## src/rtl/memory_unit_if.sv

```systemverilog
// memory_unit_if: core-side fetch/data ports and single-port memory bus bundled for memory_unit
//   master: memory_unit's view. It takes core requests and bus responses, and drives results, mem_busy and bus requests.
//   slave : the environment's view (core plus memory), with every direction reversed.
interface memory_unit_if #(parameter int DATA_SIZE = 32);
  logic [DATA_SIZE-1:0]   inst_mem_addr;
  logic                   inst_req;
  logic [31:0]            inst;
  logic [DATA_SIZE-1:0]   data_mem_addr;
  logic                   mem_rd_en;
  logic                   mem_wr_en;
  logic [DATA_SIZE/8-1:0] mem_byte_en;
  logic [DATA_SIZE-1:0]   wr_data;
  logic [DATA_SIZE-1:0]   rd_data;
  logic                   mem_busy;
  logic                   bus_cyc;
  logic                   bus_stb;
  logic                   bus_we;
  logic [DATA_SIZE-1:0]   bus_addr;
  logic [DATA_SIZE/8-1:0] bus_sel;
  logic [DATA_SIZE-1:0]   bus_wr_data;
  logic [DATA_SIZE-1:0]   bus_rd_data;
  logic                   bus_ack;
  modport master(
    input  inst_mem_addr, inst_req, data_mem_addr, mem_rd_en, mem_wr_en, mem_byte_en, wr_data,
           bus_rd_data, bus_ack,
    output inst, rd_data, mem_busy, bus_cyc, bus_stb, bus_we, bus_addr, bus_sel, bus_wr_data
  );
  modport slave(
    output inst_mem_addr, inst_req, data_mem_addr, mem_rd_en, mem_wr_en, mem_byte_en, wr_data,
           bus_rd_data, bus_ack,
    input  inst, rd_data, mem_busy, bus_cyc, bus_stb, bus_we, bus_addr, bus_sel, bus_wr_data
  );
endinterface

```

## src/rtl/memory_unit.sv

```systemverilog
// memory_unit: serialises core data access then instruction fetch onto one ack-handshaked memory bus
//   clock, reset : rising-edge clock, asynchronous active-high reset
//   mu (master)  : core fetch/data requests in; inst, rd_data and mem_busy out; bus requests out; bus responses in
module memory_unit #(
  parameter int DATA_SIZE = 32
) (
  input logic          clock,
  input logic          reset,
  memory_unit_if.master mu
);
  localparam int BE = DATA_SIZE / 8;
  typedef enum logic [1:0] {IDLE, DATA, INST, DONE} state_t;
  state_t               state, state_nx;
  logic [DATA_SIZE-1:0] i_addr, d_addr, w_data, rd_q;
  logic [BE-1:0]        b_en;
  logic                 l_we, l_inst, l_data, data_req, req;
  logic [31:0]          inst_q;
  assign data_req = mu.mem_rd_en | mu.mem_wr_en;
  assign req      = data_req | mu.inst_req;
  assign mu.inst    = inst_q;
  assign mu.rd_data = rd_q;
  always_ff @(posedge clock or posedge reset)
    if (reset) state <= IDLE;
    else       state <= state_nx;
  always_comb begin
    state_nx = state;
    case (state)
      IDLE:    state_nx = data_req ? DATA : mu.inst_req ? INST : IDLE;
      DATA:    state_nx = mu.bus_ack ? (l_inst ? INST : DONE) : DATA;
      INST:    state_nx = mu.bus_ack ? DONE : INST;
      default: state_nx = IDLE;
    endcase
  end
  // Bus side is driven purely from state and the latched request copy, so
  // the core may change its inputs freely once a round has started.
  always_comb begin
    mu.bus_cyc     = state == DATA || state == INST;
    mu.bus_stb     = state == DATA || state == INST;
    mu.bus_we      = state == DATA && l_we;
    mu.bus_addr    = state == DATA ? d_addr : state == INST ? i_addr : '0;
    mu.bus_sel     = state == DATA ? b_en : state == INST ? {BE{1'b1}} : '0;
    mu.bus_wr_data = state == DATA ? w_data : '0;
    mu.mem_busy    = state == IDLE ? req : state != DONE;
  end
  // Both enables high counts as a store.
  always_ff @(posedge clock or posedge reset)
    if (reset) begin
      i_addr <= '0;
      d_addr <= '0;
      w_data <= '0;
      b_en   <= '0;
      l_we   <= 1'b0;
      l_inst <= 1'b0;
      l_data <= 1'b0;
    end else if (state == IDLE && req) begin
      i_addr <= mu.inst_mem_addr;
      d_addr <= mu.data_mem_addr;
      w_data <= mu.wr_data;
      b_en   <= mu.mem_byte_en;
      l_we   <= mu.mem_wr_en;
      l_inst <= mu.inst_req;
      l_data <= data_req;
    end
  // Acks outside DATA/INST are ignored; stores never touch rd_data.
  always_ff @(posedge clock or posedge reset)
    if (reset) begin
      inst_q <= '0;
      rd_q   <= '0;
    end else begin
      if (state == DATA && mu.bus_ack && l_data && !l_we) rd_q <= mu.bus_rd_data;
      if (state == INST && mu.bus_ack) inst_q <= mu.bus_rd_data[31:0];
    end
endmodule

```

## src/flat_wrapper.sv

```systemverilog
// flat-port wrapper written by rule: the top's interface ports become plain ports
module memory_unit_flat 
#(
  parameter int DATA_SIZE = 32
)
  (clock, reset, mu_inst_mem_addr, mu_inst_req, mu_data_mem_addr, mu_mem_rd_en, mu_mem_wr_en, mu_mem_byte_en, mu_wr_data, mu_bus_rd_data, mu_bus_ack, mu_inst, mu_rd_data, mu_mem_busy, mu_bus_cyc, mu_bus_stb, mu_bus_we, mu_bus_addr, mu_bus_sel, mu_bus_wr_data);
  memory_unit_if #(.DATA_SIZE(DATA_SIZE)) mu_i ();
  input logic clock;
  input logic reset;
  input wire logic [$bits(mu_i.inst_mem_addr)-1:0] mu_inst_mem_addr;
  input wire logic [$bits(mu_i.inst_req)-1:0] mu_inst_req;
  input wire logic [$bits(mu_i.data_mem_addr)-1:0] mu_data_mem_addr;
  input wire logic [$bits(mu_i.mem_rd_en)-1:0] mu_mem_rd_en;
  input wire logic [$bits(mu_i.mem_wr_en)-1:0] mu_mem_wr_en;
  input wire logic [$bits(mu_i.mem_byte_en)-1:0] mu_mem_byte_en;
  input wire logic [$bits(mu_i.wr_data)-1:0] mu_wr_data;
  input wire logic [$bits(mu_i.bus_rd_data)-1:0] mu_bus_rd_data;
  input wire logic [$bits(mu_i.bus_ack)-1:0] mu_bus_ack;
  output wire logic [$bits(mu_i.inst)-1:0] mu_inst;
  output wire logic [$bits(mu_i.rd_data)-1:0] mu_rd_data;
  output wire logic [$bits(mu_i.mem_busy)-1:0] mu_mem_busy;
  output wire logic [$bits(mu_i.bus_cyc)-1:0] mu_bus_cyc;
  output wire logic [$bits(mu_i.bus_stb)-1:0] mu_bus_stb;
  output wire logic [$bits(mu_i.bus_we)-1:0] mu_bus_we;
  output wire logic [$bits(mu_i.bus_addr)-1:0] mu_bus_addr;
  output wire logic [$bits(mu_i.bus_sel)-1:0] mu_bus_sel;
  output wire logic [$bits(mu_i.bus_wr_data)-1:0] mu_bus_wr_data;
  assign mu_i.inst_mem_addr = mu_inst_mem_addr;
  assign mu_i.inst_req = mu_inst_req;
  assign mu_i.data_mem_addr = mu_data_mem_addr;
  assign mu_i.mem_rd_en = mu_mem_rd_en;
  assign mu_i.mem_wr_en = mu_mem_wr_en;
  assign mu_i.mem_byte_en = mu_mem_byte_en;
  assign mu_i.wr_data = mu_wr_data;
  assign mu_i.bus_rd_data = mu_bus_rd_data;
  assign mu_i.bus_ack = mu_bus_ack;
  assign mu_inst = mu_i.inst;
  assign mu_rd_data = mu_i.rd_data;
  assign mu_mem_busy = mu_i.mem_busy;
  assign mu_bus_cyc = mu_i.bus_cyc;
  assign mu_bus_stb = mu_i.bus_stb;
  assign mu_bus_we = mu_i.bus_we;
  assign mu_bus_addr = mu_i.bus_addr;
  assign mu_bus_sel = mu_i.bus_sel;
  assign mu_bus_wr_data = mu_i.bus_wr_data;
  memory_unit #(.DATA_SIZE(DATA_SIZE)) u_core (.clock(clock), .reset(reset), .mu(mu_i));
endmodule
```

## config.mk

```make
export PLATFORM = sky130hd
export DESIGN_NAME = memory_unit_flat
export DESIGN_NICKNAME = d
export VERILOG_FILES = /design/src/rtl/memory_unit_if.sv /design/src/rtl/memory_unit.sv /design/src/flat_wrapper.sv
export SDC_FILE = /design/constraint.sdc
export NUM_CORES = 1
export LEC_CHECK = 0
export ABC_AREA = 1
export CAP_MARGIN = 5
export CORE_AREA = 2 2 139 127
export DETAILED_ROUTE_END_ITERATION = 7
export DIE_AREA = 0 0 141 129
export GPL_TIMING_DRIVEN = 1
export PLACE_DENSITY = 0.86
export SYNTH_ARGS = -nofsm -noshare
export SYNTH_HDL_FRONTEND = slang
export SYNTH_SLANG_ARGS = --single-unit
export TNS_END_PERCENT = 50
```

## constraint.sdc

```tcl
create_clock -name clock -period 6.7 [get_ports clock]
set_clock_uncertainty 0.15 [all_clocks]
set_input_delay 1.005 -clock clock [delete_from_list [all_inputs] [get_ports clock]]
set_output_delay 1.005 -clock clock [all_outputs]
set_load 0.02 [all_outputs]
```

# Word level (Yosys, flattened, before mapping)

Index checks and enable logic that the tools add are counted.

Register bits: 169
Input port bits: 138
Output and inout port bits: 136
Logic and storage cells: 36

Equality and inequality tests: 3
Muxes and demuxes: 12
Bitwise gates (word level): 2
Reduce and logical (&&, ||, !) cells: 9

Operators with widths:

| operator                                                         | count |
|---|---|
| 32-bit two-way mux                                               | 3 |
| 4-bit two-way mux                                                | 2 |
| 1-bit logical AND                                                | 6 |
| 2-bit two-way mux                                                | 3 |
| 2-bit one-hot mux with 3 select lines                            | 1 |
| 1-bit two-way mux                                                | 3 |
| 2-bit by 1-bit == test with 1-bit output (second input constant) | 1 |
| 2-bit == test (second input constant)                            | 1 |
| 2-bit zero test                                                  | 1 |
| 2-bit inequality test (second input constant)                    | 1 |
| 1-bit OR                                                         | 2 |
| 1-bit zero test                                                  | 1 |
| 1-bit logical OR                                                 | 1 |

# Longest topological paths before layout

Gate-level depths: netlist of the first run.

Depth after elaboration: 4
Mapped depth: 9
Depth with buffers taken out: 7

# Worst setup path after synthesis of the first run

OpenSTA, ideal clock, no wires.

Path type: input to output
Start point: input port mu_mem_wr_en
End point: output port mu_mem_busy
Data arrival time: 1.787 ns
Required time: 5.545 ns
Path slack: 3.758 ns
Stages on the path: 6
Buffers on the path: 2
Path through: nor2_4 -> nand2_2 -> nand2_2 -> buf_4 -> buf_4 -> o21ai_0

Longest elaborated chain between the ends: 3

Ends and longest elaborated chain:

| item              | line               | source |
|---|---|---|
| start, declared   | flat_wrapper.sv:14 | `input wire logic [$bits(mu_i.mem_wr_en)-1:0] mu_mem_wr_en;` |
| 1-bit OR          | memory_unit.sv:18  | `assign data_req = mu.mem_rd_en \| mu.mem_wr_en;` |
| 1-bit OR          | memory_unit.sv:19  | `assign req = data_req \| mu.inst_req;` |
| 1-bit two-way mux | memory_unit.sv:43  | `mu.mem_busy = state == IDLE ? req : state != DONE;` |
| end, declared     | flat_wrapper.sv:21 | `output wire logic [$bits(mu_i.mem_busy)-1:0] mu_mem_busy;` |

No other way between the ends.

# Worst setup path in the final report of the first run

Start point: register u_core.state[1]
End point: output port mu_bus_sel[0]

Longest elaborated chain between the ends: 3
Elaborated cells on any way between the ends: 4
Those cells by class: 2 x eq/ne; 2 x mux

Ends and longest elaborated chain:

| item                   | line               | source |
|---|---|---|
| start, declared        | memory_unit.sv:13  | `state_t state, state_nx;` |
| start signal, assigned | memory_unit.sv:24  | `else state <= state_nx;` |
| 2-bit == test          | memory_unit.sv:41  | `mu.bus_sel = state == DATA ? b_en : state == INST ? {BE{1'b1}} : '0;` |
| 4-bit two-way mux      | memory_unit.sv:41  |  |
| 4-bit two-way mux *    | memory_unit.sv:41  |  |
| end, declared          | flat_wrapper.sv:26 | `output wire logic [$bits(mu_i.bus_sel)-1:0] mu_bus_sel;` |

Mark *: on every way between the ends. The rest lies on a longest branch, timed or not.

==> results summary, run 1 <==
The remaining global-route overflow is 0. The count of final max-slew check failures is 0. Setup repair after global routing left no endpoint under its margin. The synthesized area divided by synthesized cell count is around 8 sq um.

The number of levels the H-tree was split into is 4. The cell area after synthesis is 0.00740 sq mm. The utilization of the core after routing is 0.641. The number of gates given a new drive strength after cts is 0. The number of antenna violations at the first check in global routing is 0. The maximum number of buffers from clock root to sink came out at 2. The critical path in this run is classified as register to output pin. On the critical path the largest part of the delay comes from buffers and inverters. The maximum achievable frequency is about 0.24 GHz. The worst ir drop on vdd is around 0.35 mV. The relative max-transition margin came out at 0.221. The area overhead of the layout relative to synthesis came out at 44.9%. The area share of the leading cell type in the synthesized netlist is 0.572. The count of vias placed by the detailed router is a little under 7k. The number of top-level pins came out at 274. The floorplan has 45 rows. The floorplan die area is about 0.018 sq mm. The first global-routing pass estimated ~34000 um of wire. The worst register-to-register path has a depth of 8.

After synthesis the netlist holds a flip-flop and latch count of 169. The signal on the critical path passes through inv_1 > ha_2 > inv_1 > nand2_1 > nand2_1 > clkdlybuf4s50_1. At the worst endpoint, the required time is roughly 5.5 ns.

The final instance area is 0.0107 sq mm. After filler insertion, the fill cell instance count of the layout stands at around 1.4k. The post-place instance area is about 0.010 sq mm. The standard cell core area is approximately 0.017 sq mm.

Input and output buffers added on the ports amount to ~270. The number of routed nets with antenna violations came out at 0. Measured along the y axis, the die boundary spans 129 um. Buffers added to address setup during post-CTS repair amount to 0.

For this configuration, the core starts out at a cell density of 0.442. Once detailed placement completed, the half-perimeter wirelength came to around 14000 um. The post-detailed-route wirelength per cell came out at ~16 um. The remaining routing DRC violations came out at 0. Along the worst path, the maximum fanout reaches 33.

After synthesis, the cell types taking the most area are sky130_fd_sc_hd__dfrtp_1, sky130_fd_sc_hd__nand2_1, sky130_fd_sc_hd__nand3_1. The number of clock buffers added by TritonCTS is 17. The ratio of final minimum period to clock period came out at 0.623.

Together, buffers and inverters on the worst path number 3. The TritonCTS clock tree is built. The final critical delay including setup and external delays is between 4 and 5 ns. The max-cap violation count is 0. The post-route worst setup slack came out at between 2 and 3 ns. In the global route stage, overall resource usage came out at 0.235.

For this design the static power due to leakage is approximately 5.5 nW. The critical path runs through a total of 6 cells. Wires add up to between 20000 and 25000 um. The maximum number of pins on one net before global-route repair is 112. Power spread over the standard cell area amounts to roughly 500 mW/mm^2. The part of the Yosys area used for sequential elements came out at 0.572. The layout net count is about 1.3k. Clock-pin slew was measured on the worst setup and hold paths at about 0.06 ns. Setup violations remaining at the end of the flow were counted as 0.

The stage delay of the slowest cell on the critical path is between 0.7 and 0.8 ns. The die is 141 um wide. The gate count of the mapped netlist is around 900. The transition time at the pin with the least slew margin is around 1.2 ns. The total of warnings raised by yosys is 0. The type of destination of the critical path is an output pin. Of the cells placed in the final design, the portion with a size suffix greater than 1 is 0.0383. The cell sitting at the root of the clock tree is a sky130_fd_sc_hd__clkbuf_16. The number of hold violations in the final report is 0.

The critical path arrival came out at 3.02 ns. The final antenna diode count is 0. The flow ran to the end, and the final reports show no timing, DRC or antenna violations. The largest total area in the synthesized netlist belongs to sky130_fd_sc_hd__dfrtp_1. The placement-stage worst setup slack is 2.92 ns. The violation count after the first detailed-routing iteration is 372. The cts-stage hold buffer count is 0. The hold path depth is 2.

The via count of the first global-routing pass came out at 6440. The worst setup path is launched from a register. The vias per cell came out at between 4 and 5.

The weighted congestion at the end of routability-driven global placement is about 0.82. The synthesized netlist contains 16 unique library cells. In this run the worst hold path is classified as register to register. The critical path's slowest cell is sky130_fd_sc_hd__inv_1. The clock latency on the worst-skew pair is ~0.4 ns. The number of clock sinks seen by CTS came out at between 150 and 200. The total negative slack for setup checks is 0 ns. The number of nets produced by synthesis came out at approximately 1.0k. The first detailed-routing pass ran for 6 iterations.
==> kinds of logic after synthesis <==
kind of cell    count (synthesis)  share of synthesized area
compound gates                 68                     0.0462
buf+inv                       137                     0.0842
fa+ha+maj                       5                    0.00846
flops                         169                      0.572
simple gates                  522                      0.289
==> layout by cell type (no fill, tap or decap) <==
cell type and n:
sky130_fd_sc_hd__buf_4 6, sky130_fd_sc_hd__o22ai_1 1, sky130_fd_sc_hd__inv_1 73, sky130_fd_sc_hd__clkbuf_16 17
sky130_fd_sc_hd__nor2_1 4, sky130_fd_sc_hd__ha_1 3, sky130_fd_sc_hd__nand2_1 380, sky130_fd_sc_hd__nor2_4 1
sky130_fd_sc_hd__nand3_1 133, sky130_fd_sc_hd__a21oi_1 2, sky130_fd_sc_hd__nand2_4 2, sky130_fd_sc_hd__dfrtp_1 169
sky130_fd_sc_hd__o21ai_0 33, sky130_fd_sc_hd__clkinv_2 2, sky130_fd_sc_hd__inv_6 4, sky130_fd_sc_hd__o21ai_1 32
sky130_fd_sc_hd__clkbuf_1 1, sky130_fd_sc_hd__nand2_2 2, sky130_fd_sc_hd__bufinv_16 2, sky130_fd_sc_hd__clkbuf_8 4
sky130_fd_sc_hd__ha_4 1, sky130_fd_sc_hd__clkdlybuf4s50_1 273, sky130_fd_sc_hd__ha_2 1, sky130_fd_sc_hd__clkinvlp_4 2
==> state kept, by name, indices dropped and copies added (netlist names) <==
register           flops
u_core.state           2
u_core.b_en            4
u_core.mu.rd_data     32
u_core.i_addr         32
u_core.l_we            1
u_core.mu.inst        32
u_core.l_inst          1
u_core.w_data         32
u_core.d_addr         32
u_core.l_data          1
==> worst paths after layout <==
path	start	end	slack (ns)
worst max-delay path	u_core.state[1]	mu_bus_sel[0]	2.53
worst min-delay path	u_core.d_addr[19]	u_core.d_addr[19]	0.32
worst max register to register	u_core.state[1]	u_core.mu.rd_data[16]	3.80
worst min register to register	u_core.d_addr[19]	u_core.d_addr[19]	0.32
max in group asynchronous	reset	u_core.i_addr[26]	4.00
min in group asynchronous	reset	u_core.mu.rd_data[2]	0.98
==> cell usage after synthesis <==
master / n
sky130_fd_sc_hd__nand2_1: 381
sky130_fd_sc_hd__dfrtp_1: 169
sky130_fd_sc_hd__nand3_1: 133
sky130_fd_sc_hd__inv_1: 74
sky130_fd_sc_hd__o21ai_0: 33
sky130_fd_sc_hd__o21ai_1: 32
sky130_fd_sc_hd__buf_2: 24
sky130_fd_sc_hd__buf_4: 21
sky130_fd_sc_hd__buf_1: 9
sky130_fd_sc_hd__clkbuf_1: 9
sky130_fd_sc_hd__ha_1: 5
sky130_fd_sc_hd__nor2_1: 4
sky130_fd_sc_hd__nand2_2: 3
sky130_fd_sc_hd__a21oi_1: 2
sky130_fd_sc_hd__nor2_4: 1
sky130_fd_sc_hd__o22ai_1: 1
==> worst min-delay path, cell delays in order (launching register included) <==
cell                      delay, ns
sky130_fd_sc_hd__dfrtp_1       0.34
sky130_fd_sc_hd__nand2_1       0.05
sky130_fd_sc_hd__nand2_1       0.05
==> metal layers <==
layer  share of wire  wire length (um)  global-route usage  vias to the layer above
met4           0.015               320              0.0700                        0
met1            0.42              8780               0.305                     3182
met2            0.47              9870               0.369                      294
met3            0.10              2100              0.0904                       22
met5               0                 0                   0                        -
li1                -                 -                   -                     3268
==> power breakdown <==
group | switching (mW) | internal (mW)
Combinational | 1.53 | 1.08
Clock | 0.399 | 0.590
Sequential | 0.272 | 1.51
Total | 2.20 | 3.18
==> layout make-up <==
cell class                 count  area (sq um)  share of cell area
tap                          211           264              0.0246
timing repair buffer         279          2780               0.259
multi-input combinational    595          2570               0.240
sequential                   169          4230               0.394
clock buffer                  22           484              0.0452
inverter                      74           283              0.0264
clock inverter                 9           111              0.0104
==> through the flow <==
stage / total power, mW / hold WS, ns / cells
after floorplan: 3.28 / 0.292 / 901
after global placement: 4.33 / 0.303 / 1328
after detailed placement: 4.40 / 0.308 / 1328
after CTS: 5.42 / 0.324 / 1359
after global routing: 5.74 / 0.336 / 1359
final: 5.38 / 0.322 / 1359
No activity file was read; power rests on OpenSTA's default activity.
==> run 2, diff against run 1 <==
- CORE_AREA: 2 2 139 127 -> 2 2 147 135
- DIE_AREA: 0 0 141 129 -> 0 0 149 137
- PLACE_DENSITY: 0.86 -> 0.81
- clock period: 6.7 -> 3.75 ns (I/O delays scaled with it)
==> results summary, run 2 (synthesis gave the netlist of run 1 again) <==
The flow ran to the end, and the final reports show no timing, DRC or antenna violations. The path with the worst hold slack has its endpoint at u_core.i_addr[2]. The register-to-register setup slack is around 1.3 ns. The clock latency on the worst-skew pair came out at 0.42 ns. During placement, the flow inserted port buffers numbering 273.

Leaving out fill and tap cells, the most frequent cell in the layout is sky130_fd_sc_hd__nand2_1. The total negative slack for setup checks came out at 0 ns. The critical path arrival came out at approximately 2.7 ns. In this run the most used layer during global routing was met2. The cts-stage hold buffer count is 0. Clock tree synthesis selected as its root buffer the cell sky130_fd_sc_hd__clkbuf_16. The HPWL after detailed placement is around 15000 um. The tightest hold path in the finished design has a slack of between 0.3 and 0.4 ns. In the final routed layout, each cell accounts on average for roughly 16 um. The H-tree was split into 4 levels.

The maximum number of buffers from clock root to sink came out at 2. The remaining routing DRC violations is 0. The critical path data required time came out at roughly 3.0 ns. Setup repair after global routing left no endpoint under its margin.

The total clock buffers created by CTS came out at 17. In this run the critical register-to-register path is launched from u_core.state[0]. The post-route worst setup slack came out at between 0.3 and 0.4 ns. The top cell types in the final layout, fill and taps aside, are sky130_fd_sc_hd__nand2_1, sky130_fd_sc_hd__clkdlybuf4s50_1, sky130_fd_sc_hd__dfrtp_1. The global routing usage on met1 came out at 0.268. The maximum net fanout on the critical path came out at 31.

The number of hold violations in the final report is 0. Across all layers, the routed design uses 6800 vias. The number of antenna violations at the first check in global routing is 1. The overall power after layout is 9.63 mW. The number of detailed-route iterations in the first pass is 5.

The overall die height came out at 137 um. The total overflow left after global routing is 0. The final setup violation count came out at 0.

The number of clock sinks seen by CTS came out at ~170. Tracing the worst setup path back leads to its startpoint at u_core.state[1]. The hold path depth came out at 2. The final critical delay including setup and external delays came out at ~3.4 ns. The final instance area is around 0.011 sq mm.

The overall routing resource usage came out at 0.219. At the pin with the least slew margin, the transition time is 1.09 ns. The leakage power came out at approximately 5.5 nW. The count of final max-slew check failures came out at 0. Counting cells, the worst reg-to-reg path comes to 6. The tightest min-delay check is of the register to register type.

The critical path class is register to output pin. The ratio of final minimum period to clock period came out at 0.898. STA classifies the critical path endpoint as an output pin. The maximum number of pins on one net before global-route repair came out at around 100. The max-cap violation count is 0.

The via count of the first global-routing pass is ~6.7k. After detailed placement, the design holds a cell count of 1374. Of the cells placed in the final design, the portion with a size suffix greater than 1 is 0.0442. The first-pass GRT wire length is about 35000 um. Pin placement for this block handled between 200 and 300 I/O pins. The standard-cell row count came out at 48.

The initial cell density of the core is 0.392. The launch point of the worst hold path is u_core.i_addr[2]. Summing all placed instances gives a cell area of a little over 0.01 sq mm. TritonCTS built the clock tree.

IR analysis of the VDD net gives a maximum drop of 0.509 mV. The net count of the finished layout is roughly 1.3k. The placement-stage worst setup slack is between 0.8 and 0.9 ns. The type of element launching the critical path is a register.

After clock tree synthesis, the clock-pin slew on the worst setup and hold paths is approximately 0.070 ns. The floorplan die area came out at 0.0204 sq mm. The fraction of met3 tracks used by global routing came out at 0.0910. The endpoint of the lowest-slack register-to-register path is u_core.mu.inst[3].

In this run, the number of DRC markers left after iteration 0 of detailed routing was 395. The weighted congestion at the end of routability-driven global placement is about 0.86. The vias per cell is 4.84. For met2 alone, demand over resource in global routing was 0.355. The number of filler cells placed in the layout is 1661. The maximum achievable frequency came out at around 0.3 GHz.

The utilization of the core after routing came out at 0.575. The floorplan step defined a core boundary enclosing roughly 0.019 sq mm. The die extent in x is about 150 um. The number of gates given a new drive strength after cts is 0. Excluding fillers, the count of instances in the completed layout stands at around 1.4k. After detailed routing, the total wire length is approximately 22000 um.

The area growth from synthesis to layout is 46.5%. The number of routed nets with antenna violations is 0. The relative max-transition margin came out at 0.274.

The number of setup buffers added after CTS is 0. The total power divided by cell area came out at 889 mW/mm^2.
==> run 2: cell type report <==
| class | count | area (sq um) | area share |
|---|---|---|---|
| inverter | 74 | 282 | 0.0260 |
| timing repair buffer | 286 | 2860 | 0.263 |
| sequential | 169 | 4230 | 0.390 |
| clock buffer | 19 | 443 | 0.0409 |
| antenna | 1 | 2.50 | 0.000231 |
| clock inverter | 12 | 140 | 0.0129 |
| multi-input combinational | 595 | 2570 | 0.237 |
| tap | 250 | 313 | 0.0289 |
==> run 2: worst max-delay path by stage <==
stage	end	depth (start not counted)
finish	mu_bus_addr[2]	7
global route	mu_bus_addr[0]	7
CTS	mu_bus_addr[0]	7
detailed placement	mu_bus_addr[0]	7
global placement	mu_bus_addr[0]	7
floorplan	u_core.b_en[0]	1
==> run 2: metal layers <==
| metal | wire (um) | share of wire | vias to the layer above |
|---|---|---|---|
| li1 | - | - | 3281 |
| met1 | 8950 | 0.41 | 3214 |
| met2 | 10400 | 0.47 | 279 |
| met3 | 2370 | 0.11 | 26 |
| met4 | 397 | 0.018 | 0 |
| met5 | 0 | 0 | - |
==> run 2: critical path, stage by stage, from the launching register on <==
cell and delay [ns]:
sky130_fd_sc_hd__dfrtp_1 0.39, sky130_fd_sc_hd__inv_1 0.10, sky130_fd_sc_hd__ha_2 0.30, sky130_fd_sc_hd__inv_1 0.16, sky130_fd_sc_hd__buf_4 0.36, sky130_fd_sc_hd__nand3_1 0.20
sky130_fd_sc_hd__nand2_1 0.10, sky130_fd_sc_hd__clkdlybuf4s50_1 0.61
==> run 2: where the power goes <==
part / switching (mW) / internal, mW
clock network: 0.759 / 1.00
registers: 0.490 / 2.69
logic: 2.73 / 1.96
total: 3.98 / 5.65
==> run 3, diff against run 2 <==
- REMOVE_ABC_BUFFERS: not set -> 1
==> results summary, run 3 (synthesis gave the netlist of run 1 again) <==
The number of buffers inserted by port buffering is approximately 270. The post-detailed-route wirelength per cell is between 10 and 15 um. The met1 wire length is between 8000 and 9000 um. The post-place instance area came out at between 0.01 and 0.015 sq mm. The overall power after layout is 9.59 mW.

The initialized floorplan defines 48 standard-cell rows. The worst setup path is of the register to output pin kind. The first global-routing pass estimated between 30000 and 40000 um of wire. The worst path needs between 3 and 4 ns of the cycle, external delays included.

The clock root buffer is sky130_fd_sc_hd__clkbuf_16. The number of hold violations in the final report is 0. The number of antenna violations at the first check in global routing is 0. The initial cell density of the core came out at 0.392. The aggregate routed wire length is 20900 um. The clock latency on the worst-skew pair is roughly 0.43 ns.

The final setup violation count came out at 0. The proportion of total power due to net switching came out at 0.416. The count of vias placed by the detailed router came out at 6732. Once the clock tree was built, the setup fixing pass inserted 0 buffers. Entering global routing, the biggest net connects ~100 pins.

The analysis attributes to net switching a power of about 4 mW. The vias per cell is approximately 4.8. In this run, post-CTS hold repair placed 0 buffers. The placed wire-length estimate is around 14000 um. The transition time at the pin with the least slew margin is roughly 1.1 ns. The internal power came out at 5.60 mW. The weighted congestion at the end of routability-driven global placement came out at slightly above 0.8. Counting along the longest clock path gives a buffer depth of 2. The total power divided by cell area came out at 885 mW/mm^2. The standard cell core area came out at around 0.019 sq mm. STA puts the critical path data required time at between 3 and 4 ns. The worst-case hold slack came out at between 0.3 and 0.4 ns. The source of the critical timing path is u_core.state[1]. The area of all sequential standard cells came out at approximately 0.0042 sq mm.

The repair_antennas step left the layout with diodes totalling 0. In this run, the number of DRC markers left after iteration 0 of detailed routing was 297. The count of final max-slew check failures came out at 0.

The share of total power in sequential cells came out at 0.331. Leaving out fill and tap cells, the most frequent cell in the layout is sky130_fd_sc_hd__nand2_1. The clock network fraction of design power is 0.183. The worst hold-check path type is register to register.

In this run the tightest slew margin relative to its limit is 0.236. The worst setup path is launched from a register. The ratio of final minimum period to clock period came out at 0.899. The die extent in x came out at around 150 um.

The critical path arrival came out at between 2 and 3 ns. The library cells used most frequently in the layout, excluding fill and tap cells, are sky130_fd_sc_hd__nand2_1, sky130_fd_sc_hd__clkdlybuf4s50_1, sky130_fd_sc_hd__dfrtp_1. The number of filler cells placed in the layout came out at 1626. The number of top-level pins is approximately 270.

The detail route stage leaves a number of antenna-violating nets equal to 0. After the last flow step, the layout net total stands at around 1.3k. For this run, the top clock speed supported by timing is a little under 0.3 GHz.

STA classifies the critical path endpoint as an output pin. The worst ir drop on vdd is 0.473 mV. The final instance area came out at between 0.01 and 0.015 sq mm.

The detailed route wirelength on metal2 is about 9600 um. The combinational cell fraction of total power came out at 0.486. The total overflow left after global routing is 0. For this design the static power due to leakage is between 5 and 6 nW. The overall die height came out at 137 um. The run finished with clean final reports. The total clock buffers created by CTS is 17. The worst register-to-register path begins at u_core.state[1]. The number of detailed-route iterations in the first pass is 5.

The H-tree was split into 4 levels. The area overhead of the layout relative to synthesis is 46.4%. In the final layout, the share of cells above drive strength 1 is 0.0442. Detailed routing placed a total of 2300 um of wire on met3. In the final layout, the multi-input gates occupy ~0.0026 sq mm. The via count of the first global-routing pass was between 6k and 7k. After clock tree synthesis, the repair step resized 0 gates. The launch point of the worst hold path is u_core.w_data[10]. Clock tree synthesis found a total of around 170 sinks. In the routed design, unresolved DRC markers number 0. Signal routing reaches up to met4. TritonCTS built the clock tree. The max-cap violation count is 0. Setup repair after global routing left no endpoint under its margin. The clock slew seen by the registers of the worst setup and hold paths came out at 0.07 ns. The maximum net fanout on the critical path came out at 72. The floorplan die area is slightly above 0.02 sq mm. The overall routing resource usage is 0.209.
run 3: cell types whose count changed in the layout (fill, tap and decap cells not counted):
cell and delta:
sky130_fd_sc_hd__clkinv_4 -1, sky130_fd_sc_hd__clkinv_8 +1, sky130_fd_sc_hd__diode_2 -1, sky130_fd_sc_hd__clkbuf_8 -1, sky130_fd_sc_hd__bufinv_16 -1, sky130_fd_sc_hd__inv_6 +2
sky130_fd_sc_hd__clkinvlp_4 -1, sky130_fd_sc_hd__clkinv_2 -1, sky130_fd_sc_hd__inv_8 +3, sky130_fd_sc_hd__buf_4 -1
run 3: worst max-delay path, cell delays in order (launching register included):
cell	delay [ns]
sky130_fd_sc_hd__dfrtp_1	0.41
sky130_fd_sc_hd__inv_1	0.12
sky130_fd_sc_hd__ha_2	0.19
sky130_fd_sc_hd__buf_4	0.61
sky130_fd_sc_hd__nand2_1	0.11
sky130_fd_sc_hd__nand2_1	0.12
sky130_fd_sc_hd__clkdlybuf4s50_1	0.64
run 3: area by class of cell:
cell class	count	area share
Sequential cell	169	0.391
Timing Repair Buffer	285	0.263
Multi-Input combinational cell	595	0.238
Clock buffer	18	0.0396
Tap cell	250	0.0289
Inverter	74	0.0261
Clock inverter	14	0.0143
run 3: path summary, 6_finish.rpt:
kind	cells past startpoint	endpoint	slack, ns
setup reg to reg	7	u_core.mu.rd_data[3]	0.90
setup / recovery	6	mu_bus_addr[25]	0.38
max in group asynchronous	3	u_core.mu.rd_data[27]	2.10
min in group asynchronous	2	u_core.mu.inst[23]	0.42
hold reg to reg	2	u_core.w_data[10]	0.32
hold / removal	2	u_core.w_data[10]	0.32
run 3: stage by stage:
| stage | worst slack [ns] | TNS, ns | cells | utilization |
|---|---|---|---|---|
| floorplan | -1.54 | -314.57 | 838 | - |
| global placement | 0.897 | 0 | 1373 | 0.543 |
| detailed placement | 0.827 | 0 | 1373 | 0.543 |
| CTS | 0.350 | 0 | 1405 | 0.574 |
| global route | 0.195 | 0 | 1405 | 0.574 |
| finish | 0.380 | 0 | 1405 | 0.574 |
run 3: routing by layer:
layer,GRT usage,up-vias
met3,0.0863,24
li1,-,3285
met5,0,-
met2,0.338,273
met1,0.256,3150
met4,0.0651,0
run 3: power by group through the flow:
stage	sequential (mW)	combinational (mW)	clock [mW]
floorplan	3.46	2.23	0
global placement	3.17	4.63	0
detailed placement	3.19	4.72	0
CTS	3.17	4.74	1.78
global route	3.28	5.16	1.86
finish	3.18	4.66	1.75
